[config.mk]
export PLATFORM = sky130hd
export DESIGN_NAME = reg_flags_stk
export DESIGN_NICKNAME = d
export VERILOG_FILES = /design/src/rtl/reg_flags_stk_pkg.sv /design/src/rtl/reg_flags_stk_lifo.sv /design/src/rtl/reg_flags_stk.sv
export SDC_FILE = /design/constraint.sdc
export NUM_CORES = 1
export LEC_CHECK = 0
export CORE_ASPECT_RATIO = 0.8
export CORE_UTILIZATION = 56
export CTS_CLUSTER_SIZE = 28
export DETAILED_ROUTE_END_ITERATION = 8
export PLACE_DENSITY = 0.79
export SYNTH_ARGS = -nofsm -noshare
export SYNTH_HDL_FRONTEND = slang
export SYNTH_HIERARCHICAL = 1
export SYNTH_SLANG_ARGS = --single-unit
[constraint.sdc]
create_clock -name clk4 -period 5.5 [get_ports clk4]
set_input_delay 1.1 -clock clk4 [delete_from_list [all_inputs] [get_ports clk4]]
set_output_delay 1.1 -clock clk4 [all_outputs]
set_load 0.05 [all_outputs]
[src/rtl/reg_flags_stk_pkg.sv]
// Shared definitions for the flag register and its shadow stack: flag bit
// positions, the default flag count and the decoded stack operation.
package reg_flags_stk_pkg;

    // Flag bit positions shared by decode and microcode.
    localparam int unsigned FL_V = 0;
    localparam int unsigned FL_L = 1;
    localparam int unsigned FL_Z = 2;
    localparam int unsigned FL_N = 3;

    localparam int unsigned NFLAGS_DEF = 4;

    typedef enum logic [1:0] {
        OpNone,
        OpPush,
        OpPop,
        OpIllegal
    } stk_op_e;

    // Active-low push/pop strobes to a single stack operation; both low is illegal.
    function automatic stk_op_e decode_op(input logic npush, input logic npop);
        if (!npush && !npop) return OpIllegal;
        if (!npush)          return OpPush;
        if (!npop)           return OpPop;
        return OpNone;
    endfunction

endpackage

[src/rtl/reg_flags_stk_lifo.sv]
// Flag LIFO: DEPTH x NFLAGS storage, saturating depth counter, full/empty and
// sticky overflow/underflow bits.
module reg_flags_stk_lifo
    import reg_flags_stk_pkg::*;
#(
    parameter int unsigned NFLAGS = NFLAGS_DEF,
    parameter int unsigned DEPTH  = 8
) (
    input  logic                         clk4,
    input  logic                         nreset,
    input  stk_op_e                      op,
    input  logic                         nerrclr,
    input  logic [NFLAGS-1:0]            wdata,
    output logic [NFLAGS-1:0]            rdata,
    output logic                         pop_ok,
    output logic [$clog2(DEPTH+1)-1:0]   depth,
    output logic                         empty,
    output logic                         full,
    output logic                         ovf,
    output logic                         unf
);

    localparam int unsigned PTR_W = $clog2(DEPTH + 1);
    localparam int unsigned AW    = (DEPTH > 1) ? $clog2(DEPTH) : 1;

    logic [NFLAGS-1:0] mem [DEPTH];
    logic [PTR_W-1:0]  depth_q, depth_d;
    logic              ovf_q, ovf_d;
    logic              unf_q, unf_d;
    logic              is_empty, is_full, do_push;

    assign is_empty = (depth_q == '0);
    assign is_full  = (depth_q == PTR_W'(DEPTH));
    assign do_push  = (op == OpPush) && !is_full;
    assign pop_ok   = (op == OpPop) && !is_empty;

    // Top of stack is the entry just below the depth count.
    assign rdata = mem[AW'(depth_q - PTR_W'(1))];

    assign depth = depth_q;
    assign empty = is_empty;
    assign full  = is_full;
    assign ovf   = ovf_q;
    assign unf   = unf_q;

    // Next depth and sticky errors; a new error beats a same-edge clear.
    always_comb begin
        depth_d = depth_q;
        ovf_d   = ovf_q;
        unf_d   = unf_q;
        if (do_push) depth_d = depth_q + PTR_W'(1);
        else if (pop_ok) depth_d = depth_q - PTR_W'(1);
        if (!nerrclr) begin
            ovf_d = 1'b0;
            unf_d = 1'b0;
        end
        if ((op == OpPush) && is_full) ovf_d = 1'b1;
        if (((op == OpPop) && is_empty) || (op == OpIllegal)) unf_d = 1'b1;
    end

    // Depth counter and error flags.
    always_ff @(posedge clk4 or negedge nreset) begin
        if (!nreset) begin
            depth_q <= '0;
            ovf_q   <= 1'b0;
            unf_q   <= 1'b0;
        end else begin
            depth_q <= depth_d;
            ovf_q   <= ovf_d;
            unf_q   <= unf_d;
        end
    end

    // Storage is not reset; a reset empties the stack via the depth counter alone.
    always_ff @(posedge clk4) begin
        if (do_push) mem[AW'(depth_q)] <= wdata;
    end

endmodule

[src/rtl/reg_flags_stk.sv]
// Processor flag register with masked ALU load, bus load and a shadow LIFO
// used to save/restore the flag word across interrupts.
module reg_flags_stk
    import reg_flags_stk_pkg::*;
#(
    parameter int unsigned      NFLAGS    = NFLAGS_DEF,
    parameter int unsigned      DEPTH     = 8,
    parameter logic [NFLAGS-1:0] RESET_VAL = '0
) (
    input  logic                        clk4,
    input  logic                        nreset,
    input  logic [NFLAGS-1:0]           ibus_f,
    input  logic                        nflagwe,
    input  logic [NFLAGS-1:0]           alu_f,
    input  logic [NFLAGS-1:0]           alu_mask,
    input  logic                        nread_alu,
    input  logic                        npush,
    input  logic                        npop,
    input  logic                        nerrclr,
    output logic [NFLAGS-1:0]           flags,
    output logic [$clog2(DEPTH+1)-1:0]  depth,
    output logic                        empty,
    output logic                        full,
    output logic                        ovf,
    output logic                        unf
);

    logic [NFLAGS-1:0] flags_q, flags_d;
    logic [NFLAGS-1:0] stack_top;
    logic              pop_ok;
    stk_op_e           op;

    assign op    = decode_op(npush, npop);
    assign flags = flags_q;

    // Push saves the pre-edge flag word, so the LIFO writes flags_q.
    reg_flags_stk_lifo #(
        .NFLAGS (NFLAGS),
        .DEPTH  (DEPTH)
    ) u_lifo (
        .clk4    (clk4),
        .nreset  (nreset),
        .op      (op),
        .nerrclr (nerrclr),
        .wdata   (flags_q),
        .rdata   (stack_top),
        .pop_ok  (pop_ok),
        .depth   (depth),
        .empty   (empty),
        .full    (full),
        .ovf     (ovf),
        .unf     (unf)
    );

    // Priority mux: restore, then bus load, then masked ALU load, else hold.
    always_comb begin
        flags_d = flags_q;
        if (pop_ok) begin
            flags_d = stack_top;
        end else if (!nflagwe) begin
            flags_d = ibus_f;
        end else if (!nread_alu) begin
            flags_d = (flags_q & ~alu_mask) | (alu_f & alu_mask);
        end
    end

    // Flag register.
    always_ff @(posedge clk4 or negedge nreset) begin
        if (!nreset) flags_q <= RESET_VAL;
        else         flags_q <= flags_d;
    end

endmodule

==> impl_metrics.ini <==
[run_status]
status = completed

[finish]
instances_no_fill = 201
fill_cells = 180
fin_nets = 181
diodes = 0
syn_to_final_growth_pct = 22.3
layout-drive-gt1-share_pct = 14.3

[global_route]
grt_pass1_wl_um = 5390
track_usage_pct = 21.7
grt.overflow.total = 0
antenna_found_initial = 0
grt_pass1_vias = 1051
grt_max_degree = 17

[floorplan]
io_pins = 31
std_cell_rows = 18
core_um2 = 3180
die_h_um = 54.5
fp.dieW_um = 67.7
initial_core_util_pct = 60.8
die-area_um2 = 3690

[synthesis]
yosys_warnings = 6
ys.flop_type = edfxtp_1
syn_avg_cell_area_um2 = 15.1
yosysUniqueCellTypes = 36
seq_area_frac_synth_pct = 62.7
synth_area_leaders = edfxtp_1 50%, dfrtp_1 13%, mux4_2 5.8%, mux4_1 4.1%, mux2_2 2.9%
synth_edf_count = 32
synth_top_area_cell = edfxtp_1
async_flop_share_pct = 23.8
synth-seq-cells = 42
netlist_area_um2 = 1930
syn_inst = 128
yosysTopAreaCellShare_pct = 49.7
syn-num-nets = 149

[timing]
finalHoldViolCount = 0
fin_ws_ns = 1.75
final.setup.tns_ns = 0
period_needed_ns = 3.75
post-route-period-util_pct = 68.2
max_slew_margin_pct = 31.2
rsz0062_at_grt = no
finalClockSkew_ns = 0.00736
fmax_ghz = 0.266
drv_slew = 0
finalSetupViolCount = 0
worstMarginPinSlew_ns = 1.02

[critical_path]
critPathMaxFanout = 15
critPathArrivalTime_ns = 2.65
cp_slowest_cell = dfrtp_1
path_class = flop to primary output
slowest_delay_ns = 0.80
critPathTopFamily = buffers and inverters
crit_buf_inv = 2
critPathRequiredTime_ns = 4.40
path_cells = inv_1, ha_1, and3b_1, clkdlybuf4s50_1
startpoint_type = flop
endpoint_kind = primary output

[routing]
routed_wl_um = 3400
drc = 0
ant_nets = 0
vias = 1196
dr.pass1.iters = 4
detail_route.wl_per_cell_um = 16.9
drtIter0Drc = 123
vias_per_cell = 5.95

[clocking]
cts_hold_buf = 0
post_cts_resized = 0
cts_root_buf = clkbuf_8
clk_latency_ns = 0.29
cts_buffers = 5
cts_setup_buffers = 0
cts_sinks = 42
clk_path_buf_depth = 2
htree_levels = 2
clk_pin_slew_ns = 0.08
cts_tree = built

[min_path]
min_path_type = flop to flop

[placed_design]
port_buffers = 30
pre_cts_ws_ns = 2.06
dpl.hpwl_um = 2520
dp_cells = 193
routabilityCongestion = 0.842

[job]
cap_viol_max_count = 0

[pwr]
p_per_area_nw_per_um2 = 539
p_leak_nw = 0.870
vdd_drop_max_uv = 289
[per-layer routing]
metal,global-route usage (%),vias to the layer above,routed length (um)
li1,-,562,-
met1,32.7,585,1600
met2,31.4,46,1530
met3,5.63,3,245
met4,5.32,0,21
met5,0,-,0
[flip-flops by register name, summed over array words and instances, names as in the netlist, named ones only]
register      cells
u_lifo/unf        1
u_lifo/ovf        1
u_lifo/depth      4
u_lifo/mem       32
[area by class of cell]
cell class                 count  area [um2]  share of cell area [%]
clock buffer                   5        68.8                    2.91
multi-input combinational     75         671                    28.4
sequential                    42        1210                    51.2
tap                           40        50.0                    2.12
clock inverter                 3        40.0                    1.69
inverter                       6        22.5                   0.953
timing repair buffer          30         300                    12.7
[worst min-delay path: cells and delay by family (launching register included)]
kind / cells / cell delay (ns)
simple gates: 2 / 0.10
flops: 1 / 0.35
[worst paths after layout]
| path | endpoint | slack (ns) | startpoint | cells past startpoint |
|---|---|---|---|---|
| max in group asynchronous | u_lifo/depth[1] | 4.03 | nreset | 1 |
| worst min register to register | u_lifo/unf | 0.48 | u_lifo/unf | 2 |
| worst max register to register | u_lifo/mem[3][3] | 2.74 | u_lifo/depth[0] | 4 |
| worst min-delay path | u_lifo/unf | 0.48 | u_lifo/unf | 2 |
| worst max-delay path | full | 1.75 | u_lifo/depth[0] | 4 |
| min in group asynchronous | u_lifo/depth[2] | 1.14 | nreset | 1 |
[power breakdown]
group | switching, mW | leakage [nW] | internal (mW)
sequential | 0.0944 | 0.414 | 0.420
clock | 0.0994 | 0.0579 | 0.133
combinational | 0.293 | 0.398 | 0.233
[layout by cell type, fill, tap and decap left out, types with 3 or more instances in the layout]
master           instances
a21oi_1                  3
a22oi_1                  5
clkbuf_8                 5
clkdlybuf4s50_1         30
dfrtp_1                 10
edfxtp_1                32
inv_1                    6
mux2_2                   5
mux2i_1                  4
mux4_1                   3
mux4_2                   5
nand2_1                  6
nand2b_1                 7
nor2_1                   6
o21ai_0                  3
o21ai_1                  4
[through the flow]
stage / total power [mW] / hold slack, ns / area [um2] / utilization [%]
finish: 1.27 / 0.484 / 2360 / 74.4
global route: 1.34 / 0.557 / 2360 / 74.4
CTS: 1.28 / 0.485 / 2360 / 74.4
detailed placement: 1.05 / 0.466 / 2250 / 71.0
global placement: 1.03 / 0.455 / 2250 / 71.0
floorplan: 0.887 / 0.750 / 1930 / -
[cells by family after synthesis]
logic type	Yosys count	share of synthesized area (%)
flip-flops	42	62.7
AND/OR/NAND/NOR	33	10.7
AO/OA/AOI/OAI	21	6.93
multiplexers	17	14.9
buffers and inverters	11	2.59
XOR/XNOR	2	0.907
adder cells (fa/ha/maj)	2	1.30
[synth_stat cells (3+ instances only)]
library cell / n
o21ai_0: 3
dfrtp_1: 10
a21oi_1: 3
nor2_1: 6
o21ai_1: 4
mux4_2: 5
mux4_1: 3
nand2b_1: 7
mux2_2: 5
edfxtp_1: 32
mux2i_1: 4
nand2_1: 6
inv_1: 6
a22oi_1: 5
No activity file was read; power rests on OpenSTA's default activity.
